[src/rtl/pam_dac_sched.sv]
// PAM symbol scheduler: debounced mode select, one-deep symbol holding register,
// and a DAC8820 parallel-bus write sequencer that fires once per symbol period.
module pam_dac_sched #(
    parameter int SYM_PERIOD = 50,
    parameter int DEB_CYCLES = 50000,
    parameter int SETUP_CYC  = 2,
    parameter int WR_CYC     = 2
) (
    input  logic        clk,
    input  logic        rst_n,
    input  logic        sel,
    input  logic [4:0]  datain,
    input  logic        din_valid,
    output logic        din_ready,
    output logic [1:0]  mode,
    output logic        mode_chg,
    output logic        sym_tick,
    output logic        underrun,
    output logic [15:0] dac_data,
    output logic        dac_cs_n,
    output logic        dac_wr_n
);

    localparam int CNT_W = $clog2(SYM_PERIOD);
    localparam int DEB_W = $clog2(DEB_CYCLES + 1);
    localparam int PH_W  = $clog2(SETUP_CYC + WR_CYC + 1);

    typedef enum logic [1:0] {
        IDLE,
        SETUP,
        STROBE,
        HOLD
    } wr_state_e;

    logic             sel_s1_q, sel_s1_d;
    logic             sel_s2_q, sel_s2_d;
    logic             deb_q, deb_d;
    logic [DEB_W-1:0] deb_cnt_q, deb_cnt_d;
    logic             pending_q, pending_d;
    logic [1:0]       mode_q, mode_d;
    logic             mode_chg_q, mode_chg_d;
    logic [CNT_W-1:0] cnt_q, cnt_d;
    logic             hold_full_q, hold_full_d;
    logic [4:0]       hold_q, hold_d;
    logic [15:0]      dac_data_q, dac_data_d;
    logic             underrun_q, underrun_d;
    wr_state_e        state_q, state_d;
    logic [PH_W-1:0]  ph_q, ph_d;

    logic             tick;
    logic             xfer;
    logic             launch;
    logic             press;
    logic             mode_upd;
    logic [4:0]       level;

    assign tick     = (cnt_q == CNT_W'(SYM_PERIOD - 1));
    assign xfer     = din_valid & ~hold_full_q;
    assign launch   = tick & hold_full_q;
    assign mode_upd = tick & pending_q;

    // NOTE: every signal written here gets a default first, so no path leaves it unassigned and no latch is inferred.
    always_comb begin
        sel_s1_d  = sel;
        sel_s2_d  = sel_s1_q;
        deb_d     = deb_q;
        deb_cnt_d = '0;
        if (sel_s2_q != deb_q) begin
            if (deb_cnt_q == DEB_W'(DEB_CYCLES - 1)) begin
                deb_d = sel_s2_q;
            end else begin
                deb_cnt_d = deb_cnt_q + 1'b1;
            end
        end
        press = deb_q & ~deb_d;

        // A press landing on the clearing tick wins, so it is not lost.
        pending_d = mode_upd ? 1'b0 : pending_q;
        if (press) begin
            pending_d = 1'b1;
        end
        mode_d     = mode_upd ? mode_q + 2'd1 : mode_q;
        mode_chg_d = mode_upd;

        cnt_d = tick ? '0 : cnt_q + 1'b1;
    end

    always_comb begin
        hold_full_d = hold_full_q;
        hold_d      = hold_q;
        if (launch) begin
            hold_full_d = 1'b0;
        end
        if (xfer) begin
            hold_full_d = 1'b1;
            hold_d      = datain;
        end

        // Mapping uses the pre-update mode so a mode change hits the following symbol.
        level = hold_q;
        case (mode_q)
            2'd0:    level = {hold_q[1:0], 3'b000};
            2'd1:    level = {hold_q[2:0], 2'b00};
            2'd2:    level = {hold_q[3:0], 1'b0};
            default: level = hold_q;
        endcase
        dac_data_d = launch ? {level, 11'b0} : dac_data_q;
        underrun_d = tick & ~hold_full_q;
    end

    always_comb begin
        state_d = state_q;
        ph_d    = ph_q;
        case (state_q)
            SETUP: begin
                if (ph_q == PH_W'(SETUP_CYC - 1)) begin
                    state_d = STROBE;
                    ph_d    = '0;
                end else begin
                    ph_d = ph_q + 1'b1;
                end
            end
            STROBE: begin
                if (ph_q == PH_W'(WR_CYC - 1)) begin
                    state_d = HOLD;
                    ph_d    = '0;
                end else begin
                    ph_d = ph_q + 1'b1;
                end
            end
            HOLD:    state_d = IDLE;
            default: state_d = IDLE;
        endcase
        if (launch) begin
            state_d = SETUP;
            ph_d    = '0;
        end
    end

    // NOTE: state uses non-blocking assignments so every flop samples the pre-edge values of the others.
    always_ff @(posedge clk or negedge rst_n) begin
        if (!rst_n) begin
            sel_s1_q    <= 1'b1;
            sel_s2_q    <= 1'b1;
            deb_q       <= 1'b1;
            deb_cnt_q   <= '0;
            pending_q   <= 1'b0;
            mode_q      <= 2'd0;
            mode_chg_q  <= 1'b0;
            cnt_q       <= '0;
            hold_full_q <= 1'b0;
            hold_q      <= 5'd0;
            dac_data_q  <= 16'h0000;
            underrun_q  <= 1'b0;
            state_q     <= IDLE;
            ph_q        <= '0;
        end else begin
            sel_s1_q    <= sel_s1_d;
            sel_s2_q    <= sel_s2_d;
            deb_q       <= deb_d;
            deb_cnt_q   <= deb_cnt_d;
            pending_q   <= pending_d;
            mode_q      <= mode_d;
            mode_chg_q  <= mode_chg_d;
            cnt_q       <= cnt_d;
            hold_full_q <= hold_full_d;
            hold_q      <= hold_d;
            dac_data_q  <= dac_data_d;
            underrun_q  <= underrun_d;
            state_q     <= state_d;
            ph_q        <= ph_d;
        end
    end

    assign din_ready = ~hold_full_q;
    assign mode      = mode_q;
    assign mode_chg  = mode_chg_q;
    assign sym_tick  = tick;
    assign underrun  = underrun_q;
    assign dac_data  = dac_data_q;
    assign dac_cs_n  = (state_q == IDLE);
    assign dac_wr_n  = (state_q != STROBE);

endmodule
[config.mk]
export PLATFORM = sky130hd
export DESIGN_NAME = pam_dac_sched
export DESIGN_NICKNAME = d
export VERILOG_FILES = /design/src/rtl/pam_dac_sched.sv
export SDC_FILE = /design/constraint.sdc
export NUM_CORES = 1
export LEC_CHECK = 0
export ABC_AREA = 1
export ABC_CLOCK_PERIOD_IN_PS = 2400
export CELL_PAD_IN_SITES_DETAIL_PLACEMENT = 0
export CELL_PAD_IN_SITES_GLOBAL_PLACEMENT = 1
export CORE_AREA = 2 2 103 105
export DETAILED_ROUTE_END_ITERATION = 8
export DIE_AREA = 0 0 105 107
export PLACE_DENSITY = 0.63
export SYNTH_ARGS = -nofsm -noshare
export SYNTH_HDL_FRONTEND = slang
export SYNTH_SLANG_ARGS = --single-unit
[constraint.sdc]
create_clock -name clk -period 2.4 [get_ports clk]
set_clock_uncertainty 0.1 [all_clocks]
set_input_delay 0.6 -clock clk [delete_from_list [all_inputs] [get_ports clk]]
set_output_delay 0.6 -clock clk [all_outputs]
set_load 0.01 [all_outputs]
==> summary.md, run 1 <==
| Metric | Value |
|---|---|
| Outcome | `completed` |
| Worst Hold Margin | `approximately 270 ps` |
| Amount of wire on met2 after detailed routing | `around 2.2 mm` |
| Multiplexer share of the synthesized area | `under 10%` |
| RSZ-0062 raised after global routing | `false` |
| DIE HEIGHT | `about 110 um` |
| Mean routed wirelength per cell | `about 11 um` |
| Count of different cell masters after synthesis | `31` |
| Required time of the worst setup path | `approximately 1700 ps` |
| Top area cells in the synthesized netlist | `sky130_fd_sc_hd__dfrtp_1 44%, sky130_fd_sc_hd__nand2_1 7.2%, sky130_fd_sc_hd__inv_1 5.2%` |
| Final sum of negative setup slack | `0 ps` |
| All-layer global routing usage | `around a tenth` |
| Post-route setup slack | `around 140 ps` |
| Post-synthesis cell type with the largest combined area | `sky130_fd_sc_hd__dfrtp_1` |
| Maximum buffer depth of the clock tree | `2` |
| Compound-Gate Fraction of Synth Area | `under 10%` |
| Proportion of power drawn by flip-flops and latches | `between 50 and 60%` |
| Post-route design area | `~0.0029 mm2` |
| Worst Hold Path Cells | `0` |
| Met3 layer wire length in the routed design | `roughly 180 um` |
| Share of power burned in combinational logic | `3.9%` |
| Count of input and output buffers | `21` |
| Count of state elements after synthesis | `46` |
| Initial Util | `about a quarter` |
| Worst stage delay on the critical path | `530 ps` |
| Sink count of the clock tree | `46` |
| Total core area | `slightly above 0.01 mm2` |
| Most Frequent Cell on Critical Path | `sky130_fd_sc_hd__inv_1` |
| Setup violation total in the final timing report | `0` |
| Slew HR | `a little under three fifths` |
| Critical path class | `reg -> out` |
| Seq/Total Area, Yosys | `a little under half` |
| Met1 Routed Length | `approximately 2.3 mm` |
| Antenna viol nets, final | `0` |
| H-tree levels | `2` |
| Actual transition at the worst max-transition pin | `658 ps` |
| Number of gates on the worst path with buffers counted | `4` |
| Biggest fanout along the worst timing path | `3` |
| Post-Synth XOR/XNOR Area | `approximately 2.1%` |
| Final core utilization | `between 20% and 30%` |
| Pre-CTS WS | `between 200 and 300 ps` |
| Clock-pin transition on the worst setup and hold timing paths | `about 90 ps` |
| Total count of max-transition violations in the final report | `0` |
| Wire length of the first global-routing pass | `about 8.4 mm` |
| Adder and majority gate portion of the synthesized area | `under 10%` |
| Post-Synth Simple-Gate Area | `a little over a quarter` |
| Worst-skew pair later-pin latency | `roughly 300 ps` |
| Worst min-delay path class | `reg -> reg` |
| DP Wirelength | `roughly 3.6 mm` |
| Initial antenna violation count | `0` |
| Clock tree from TritonCTS | `built` |
| Clock buffers created by TritonCTS | `5` |
| Die X-Extent | `approximately 110 um` |
| Number of instances in the synthesized netlist | `~280` |
| Switching share of total power | `between 20% and 30%` |
| Clock period minus final worst setup slack | `roughly 2300 ps` |
| FP Rows | `37` |
| Buffer count from post-CTS setup fixing | `0` |
| Number of remaining DRC errors | `0` |
| Fraction of final layout cells sized beyond drive strength 1 | `14.7%` |
| Maximum vdd drop | `around 0.00020 V` |
| Leakage power summed over all cells | `1.32 nW` |
| Number of maximum-capacitance violations | `0` |
| Area enclosed by the die boundary | `around 0.011 mm2` |
| Worst-path cell with the longest stage delay | `sky130_fd_sc_hd__clkdlybuf4s50_1` |
| Top cell type's share of synthesized area | `roughly 44%` |
| Initial DRT Pass Iterations | `4` |
| Synthesized area per cell | `approximately 8.6 um2` |
| Period utilization | `between 90% and 100%` |
| Number of diodes | `0` |
| Avg Vias per Cell | `slightly above 4` |
| Total Routed Length | `4.74 mm` |
| Routability Congestion | `slightly below 0.8` |
| Sequence of cells on the critical path | `inv_1, ha_1, inv_1, clkdlybuf4s50_1` |
| Register-to-Register Setup Slack | `roughly 780 ps` |
| Total buffers and inverters traversed by the critical path | `3` |
| Uppermost layer routed | `met4` |
| Power per standard cell area | `about 470 mW/mm2` |
| Number of endpoints with negative hold slack in the final report | `0` |
| Endpoint arrival time on the critical path | `about 1600 ps` |
| Nature of the critical path startpoint | `register` |
| Root buffer cell | `sky130_fd_sc_hd__clkbuf_8` |
| Pin count of the biggest net entering global routing | `47` |
| Cell Area, Placed | `approximately 0.0028 mm2` |
| Vias in the first global route | `between 1500 and 2000` |
| Design internal power | `1.01 mW` |
| Post-CTS Hold Buffers | `0` |
| Number of warnings issued by yosys | `0` |
| Max frequency | `between 0.4 and 0.5 GHz` |
| PostCTS Resize Cnt | `1` |
| Worst reg2reg path depth | `9` |
| NetSw | `between 300 and 400 uW` |
| Synth Cell Area | `about 0.0025 mm2` |
| Number of placed I/O pins | `33` |
| Violation count after the first detailed-routing iteration | `61` |
| CP Capture Type | `primary output` |
| Clock Power Share | `between 30% and 40%` |
| Number of nets at the end of the flow | `330` |
| Area added between synthesis and finish | `17.0%` |
| Main combinational cell family by area after synthesis | `simple AND/OR/NAND/NOR gates` |
| Grt ovf | `0` |
| Critical path's top delay family | `buffers and inverters` |
| Vias post-DR | `1801` |
synthesized netlist by cell type, drive strengths merged:
cell type and n:
nand2 54, o21ai 16, nor2 44, o21bai 1, nand4 3, conb 1
buf 12, ha 10, or2 1, xor2 5, o22ai 1, dfrtp 43
a21oi 12, inv 42, dfstp 3, nor3 6, xnor2 1, nand3 23
mux2 3, o31ai 1, o211ai 2
power by group through the flow:
| stage | combinational [mW] | sequential, mW | clock, mW |
|---|---|---|---|
| 2_1_floorplan | 0.0339 | 0.800 | 0 |
| 3_3_place_gp | 0.0541 | 0.800 | 0 |
| 3_5_place_dp | 0.0545 | 0.800 | 0 |
| 4_1_cts | 0.0549 | 0.785 | 0.524 |
| 5_1_grt | 0.0619 | 0.786 | 0.565 |
| 6_report | 0.0521 | 0.785 | 0.499 |
final cells by class:
type,instances,area [um2]
multi-input combinational,194,1080
inverter,42,158
timing repair buffer,22,211
clock buffer,5,68.8
sequential,46,1150
tap,136,170
fill,1123,7220
clock inverter,3,23.8
worst paths after layout:
kind	start	endpoint
setup / recovery	state_q[0]	dac_wr_n
hold / removal	sel_s1_q	sel_s2_q
setup reg to reg	cnt_q[1]	state_q[1]
hold reg to reg	sel_s1_q	sel_s2_q
max in group asynchronous	rst_n	pending_q
min in group asynchronous	rst_n	deb_cnt_q[7]
flip-flops by register name, indices dropped and copies added, names as in the netlist:
name         cells
cnt_q            6
dac_data         5
deb_cnt_q       16
deb_q            1
hold_full_q      1
hold_q           5
mode             2
mode_chg         1
pending_q        1
ph_q             3
sel_s1_q         1
sel_s2_q         1
state_q          2
underrun         1
per-stage QoR:
step                power [mW]  std cells
floorplan                0.834        294
detailed placement       0.855        440
global route              1.41        448
CTS                       1.36        448
finish                    1.34        448
global placement         0.854        440
cell usage in the layout (no fill, tap or decap), types with 3 or more instances in the layout:
| master | netlist | final |
|---|---|---|
| sky130_fd_sc_hd__nor3_1 | 5 | 5 |
| sky130_fd_sc_hd__inv_2 | 8 | 8 |
| sky130_fd_sc_hd__o21ai_0 | 8 | 8 |
| sky130_fd_sc_hd__clkbuf_8 | 0 | 5 |
| sky130_fd_sc_hd__mux2_2 | 3 | 3 |
| sky130_fd_sc_hd__nand4_1 | 3 | 3 |
| sky130_fd_sc_hd__conb_1 | 1 | 11 |
| sky130_fd_sc_hd__nor2_4 | 4 | 4 |
| sky130_fd_sc_hd__ha_1 | 10 | 10 |
| sky130_fd_sc_hd__nand3_1 | 21 | 21 |
| sky130_fd_sc_hd__a21oi_1 | 12 | 12 |
| sky130_fd_sc_hd__nor2_1 | 34 | 34 |
| sky130_fd_sc_hd__dfrtp_1 | 43 | 43 |
| sky130_fd_sc_hd__nand2_2 | 6 | 6 |
| sky130_fd_sc_hd__inv_1 | 34 | 34 |
| sky130_fd_sc_hd__clkdlybuf4s50_1 | 0 | 19 |
| sky130_fd_sc_hd__nor2_2 | 4 | 4 |
| sky130_fd_sc_hd__dfstp_2 | 3 | 3 |
| sky130_fd_sc_hd__xor2_1 | 5 | 5 |
| sky130_fd_sc_hd__o21ai_1 | 8 | 8 |
| sky130_fd_sc_hd__nand2_1 | 47 | 47 |
per-layer routing:
metal  vias up  GRT usage [%]
met5         -              0
met4         0           3.71
met3         7           2.19
met2        31           15.3
met1       831           11.8
li1        932              -
cells by family (layout without fill, tap and decap cells):
family / after synthesis / after routing
simple gates: 131 / 131
buf+inv: 54 / 72
flops: 46 / 46
compound gates: 33 / 33
fa+ha+maj: 10 / 10
xor+xnor: 6 / 6
mux: 3 / 3
other cells: 1 / 11
Power figures use the tool's default switching activity.
==> inputs of run 2 (changes only) <==
--- a/config.mk
+++ b/config.mk
@@ -9,10 +9,10 @@
 export ABC_CLOCK_PERIOD_IN_PS = 2400
 export CELL_PAD_IN_SITES_DETAIL_PLACEMENT = 0
 export CELL_PAD_IN_SITES_GLOBAL_PLACEMENT = 1
-export CORE_AREA = 2 2 103 105
+export CORE_AREA = 2 2 82 84
 export DETAILED_ROUTE_END_ITERATION = 8
-export DIE_AREA = 0 0 105 107
-export PLACE_DENSITY = 0.63
+export DIE_AREA = 0 0 84 86
+export PLACE_DENSITY = 0.87
 export SYNTH_ARGS = -nofsm -noshare
 export SYNTH_HDL_FRONTEND = slang
 export SYNTH_SLANG_ARGS = --single-unit
==> run 2 against run 1 <==
Fmax increased by 0.55%. Via count increased by 0.33%. Register-to-register slack improved by 30 ps. Largest power group unchanged. Routed wire length decreased by 8.3%. Final cell count decreased by 13%. Global-route usage increased by 4.1 points. Sequential share of layout area increased by 0.62 points. Final area decreased by 1.5%. Hold slack got worse by 81 ps. Largest cell class unchanged. Flip-flop and latch count unchanged. Die area decreased by 36%. Clock-buffer cell count increased by 1.
==> summary.md, run 2 (synthesis gave the netlist of run 1 again) <==
| Metric | Value |
|---|---|
| Clock Power Share | `40.6% (was 37.3%)` |
| Post-Place Cells | `381 (was 440)` |
| Clock tree from TritonCTS | `built (unchanged)` |
| Proportion of power drawn by flip-flops and latches | `55.5% (was 58.8%)` |
| DIE HEIGHT | `86 um (was 107 um)` |
| Final sum of negative setup slack | `0 ps (unchanged)` |
| Cell Area, Placed | `0.00272 mm2 (was 0.00278 mm2)` |
| Endpoint arrival time on the critical path | `1550 ps (was 1560 ps)` |
| Post-route design area | `0.00283 mm2 (was 0.00287 mm2)` |
| FP Rows | `29 (was 37)` |
| Worst stage delay on the critical path | `530 ps (about the same)` |
| Root buffer cell | `sky130_fd_sc_hd__clkbuf_8 (unchanged)` |
| Number of nets at the end of the flow | `330 (unchanged)` |
| CP Capture Type | `primary output (unchanged)` |
| Initial antenna violation count | `0 (unchanged)` |
| Register with the most flip-flops | `deb_cnt_q (unchanged)` |
| Worst-path cell with the longest stage delay | `sky130_fd_sc_hd__clkdlybuf4s50_1 (unchanged)` |
| Max frequency | `0.445 GHz (was 0.443 GHz)` |
| Actual transition at the worst max-transition pin | `632 ps (was 658 ps)` |
| Biggest fanout along the worst timing path | `3 (unchanged)` |
| Critical path's top delay family | `buffers and inverters (unchanged)` |
| Slew HR | `57.6% (was 55.8%)` |
| Area enclosed by the die boundary | `0.00722 mm2 (was 0.0112 mm2)` |
| Maximum buffer depth of the clock tree | `2 (unchanged)` |
| DP Wirelength | `3.37 mm (was 3.56 mm)` |
| Clock period minus final worst setup slack | `2250 ps (was 2260 ps)` |
| Fraction of final layout cells sized beyond drive strength 1 | `14.4% (was 14.7%)` |
| RSZ-0062 raised after global routing | `false (unchanged)` |
| Number of diodes | `0 (unchanged)` |
| Avg Vias per Cell | `4.65 (was 4.02)` |
| Most Frequent Cell on Critical Path | `sky130_fd_sc_hd__inv_1 (unchanged)` |
| Die X-Extent | `84 um (was 105 um)` |
| Vias post-DR | `1807 (was 1801)` |
| Sink count of the clock tree | `46 (unchanged)` |
| Mean routed wirelength per cell | `11.2 um (was 10.6 um)` |
| Total Routed Length | `4.35 mm (was 4.74 mm)` |
| Required time of the worst setup path | `1700 ps (about the same)` |
| Violation count after the first detailed-routing iteration | `80 (was 61)` |
| Pin count of the biggest net entering global routing | `26 (was 47)` |
| Critical path class | `reg -> out (unchanged)` |
| Register-to-Register Setup Slack | `810 ps (was 780 ps)` |
| Commonest cells after routing, fill and taps aside | `47 x sky130_fd_sc_hd__nand2_1, 43 x sky130_fd_sc_hd__dfrtp_1, 34 x sky130_fd_sc_hd__inv_1, 34 x sky130_fd_sc_hd__nor2_1, 21 x sky130_fd_sc_hd__nand3_1 (unchanged)` |
| Switching share of total power | `21.4% (was 24.6%)` |
| Total buffers and inverters traversed by the critical path | `3 (unchanged)` |
| Total core area | `0.00628 mm2 (was 0.0101 mm2)` |
| Worst min-delay path class | `in -> async (was reg -> reg)` |
| Number of flip-flops under the largest register name | `16 (unchanged)` |
| Number of maximum-capacitance violations | `0 (unchanged)` |
| Setup violation total in the final timing report | `0 (unchanged)` |
| Most common cell after layout, fill and taps aside | `sky130_fd_sc_hd__nand2_1 (unchanged)` |
| NetSw | `303 uW (was 329 uW)` |
| Power per standard cell area | `501 mW/mm2 (was 466 mW/mm2)` |
| Number of endpoints with negative hold slack in the final report | `0 (unchanged)` |
| Number of placed I/O pins | `33 (unchanged)` |
| Vias in the first global route | `1839 (was 1794)` |
| Grt ovf | `0 (unchanged)` |
| Design internal power | `1.11 mW (was 1.01 mW)` |
| Maximum vdd drop | `0.000409 V (was 0.000201 V)` |
| Antenna viol nets, final | `0 (unchanged)` |
| Routability Congestion | `0.761 (was 0.782)` |
| Period utilization | `93.5% (was 94.1%)` |
| Largest registers | `deb_cnt_q (16), cnt_q (6) (unchanged)` |
| Initial Util | `39.0% (was 24.3%)` |
| Total count of max-transition violations in the final report | `0 (unchanged)` |
| Non-filler cells, final | `389 (was 448)` |
| H-tree levels | `2 (unchanged)` |
| Count of input and output buffers | `21 (unchanged)` |
| Initial DRT Pass Iterations | `4 (unchanged)` |
| Clock buffers created by TritonCTS | `5 (unchanged)` |
| Wire length of the first global-routing pass | `7.98 mm (was 8.40 mm)` |
| Outcome | `completed (unchanged)` |
| Area added between synthesis and finish | `15.3% (was 17.0%)` |
| Worst-skew pair later-pin latency | `290 ps (was 300 ps)` |
| Share of power burned in combinational logic | `3.8% (was 3.9%)` |
| All-layer global routing usage | `13.4% (was 9.30%)` |
| Sequence of cells on the critical path | `inv_1, ha_1, inv_1, clkdlybuf4s50_1 (unchanged)` |
| Leakage power summed over all cells | `1.34 nW (was 1.32 nW)` |
| Nature of the critical path startpoint | `register (unchanged)` |
| Post-CTS Hold Buffers | `0 (unchanged)` |
| Worst Hold Margin | `188 ps (was 270 ps)` |
| Clock-pin transition on the worst setup and hold timing paths | `90 ps (about the same)` |
| Number of remaining DRC errors | `0 (unchanged)` |
==> run 2: changes by cell type in the layout (fill, tap and decap cells not counted), sizes merged <==
cell	change
clkinvlp	-1
clkbuf	+1
bufinv	+1
inv	-1
==> run 2: repair_timing <==
action / CTS / global route
setup buffers: 0 / 0
setup endpoints to repair: 1 / 0
gates resized for setup: 1 / 0
==> run 2: final timing paths <==
| kind | start | end | depth (start not counted) |
|---|---|---|---|
| max | state_q[0] | dac_wr_n | 4 |
| min | rst_n | cnt_q[4] | 1 |
| max reg2reg | cnt_q[1] | state_q[1] | 9 |
| min reg2reg | sel_s1_q | sel_s2_q | 0 |
| max in group asynchronous | rst_n | deb_cnt_q[14] | 2 |
| min in group clk | sel_s1_q | sel_s2_q | 0 |
==> run 2: per-layer routing <==
| layer | track usage (%) | routed length (um) | vias to the layer above | share of wire, % |
|---|---|---|---|---|
| met3 | 3.27 | 131 | 4 | 3.0 |
| li1 | - | - | 929 | - |
| met4 | 2.64 | 28 | 0 | 0.64 |
| met1 | 16.7 | 2010 | 852 | 46 |
| met5 | 0 | 0 | - | 0 |
| met2 | 23.8 | 2180 | 22 | 50 |
==> run 2: through the flow <==
| step | setup slack [ps] | total power, mW | utilization [%] |
|---|---|---|---|
| floorplan | 867 | 0.834 | - |
| global placement | 295 | 0.855 | 43.3 |
| detailed placement | 277 | 0.857 | 43.3 |
| CTS | 139 | 1.44 | 45.0 |
| global route | 49.7 | 1.46 | 45.0 |
| finish | 155 | 1.41 | 45.0 |
==> run 2: power groups by stage <==
stage | combinational [mW] | sequential (mW) | clock (mW)
2_1_floorplan | 0.0339 | 0.800 | 0
3_3_place_gp | 0.0551 | 0.800 | 0
3_5_place_dp | 0.0563 | 0.800 | 0
4_1_cts | 0.0563 | 0.785 | 0.595
5_1_grt | 0.0632 | 0.786 | 0.615
6_report | 0.0543 | 0.785 | 0.575
==> run 2: cell type report <==
cell class              instances  area (um2)
clock buffers                   6        72.6
clock inverters                 2        37.5
fillers                       653        3450
inverters                      42         158
multi-input cells             194        1080
flip-flops and latches         46        1150
well taps                      77        96.3
repair buffers                 22         224
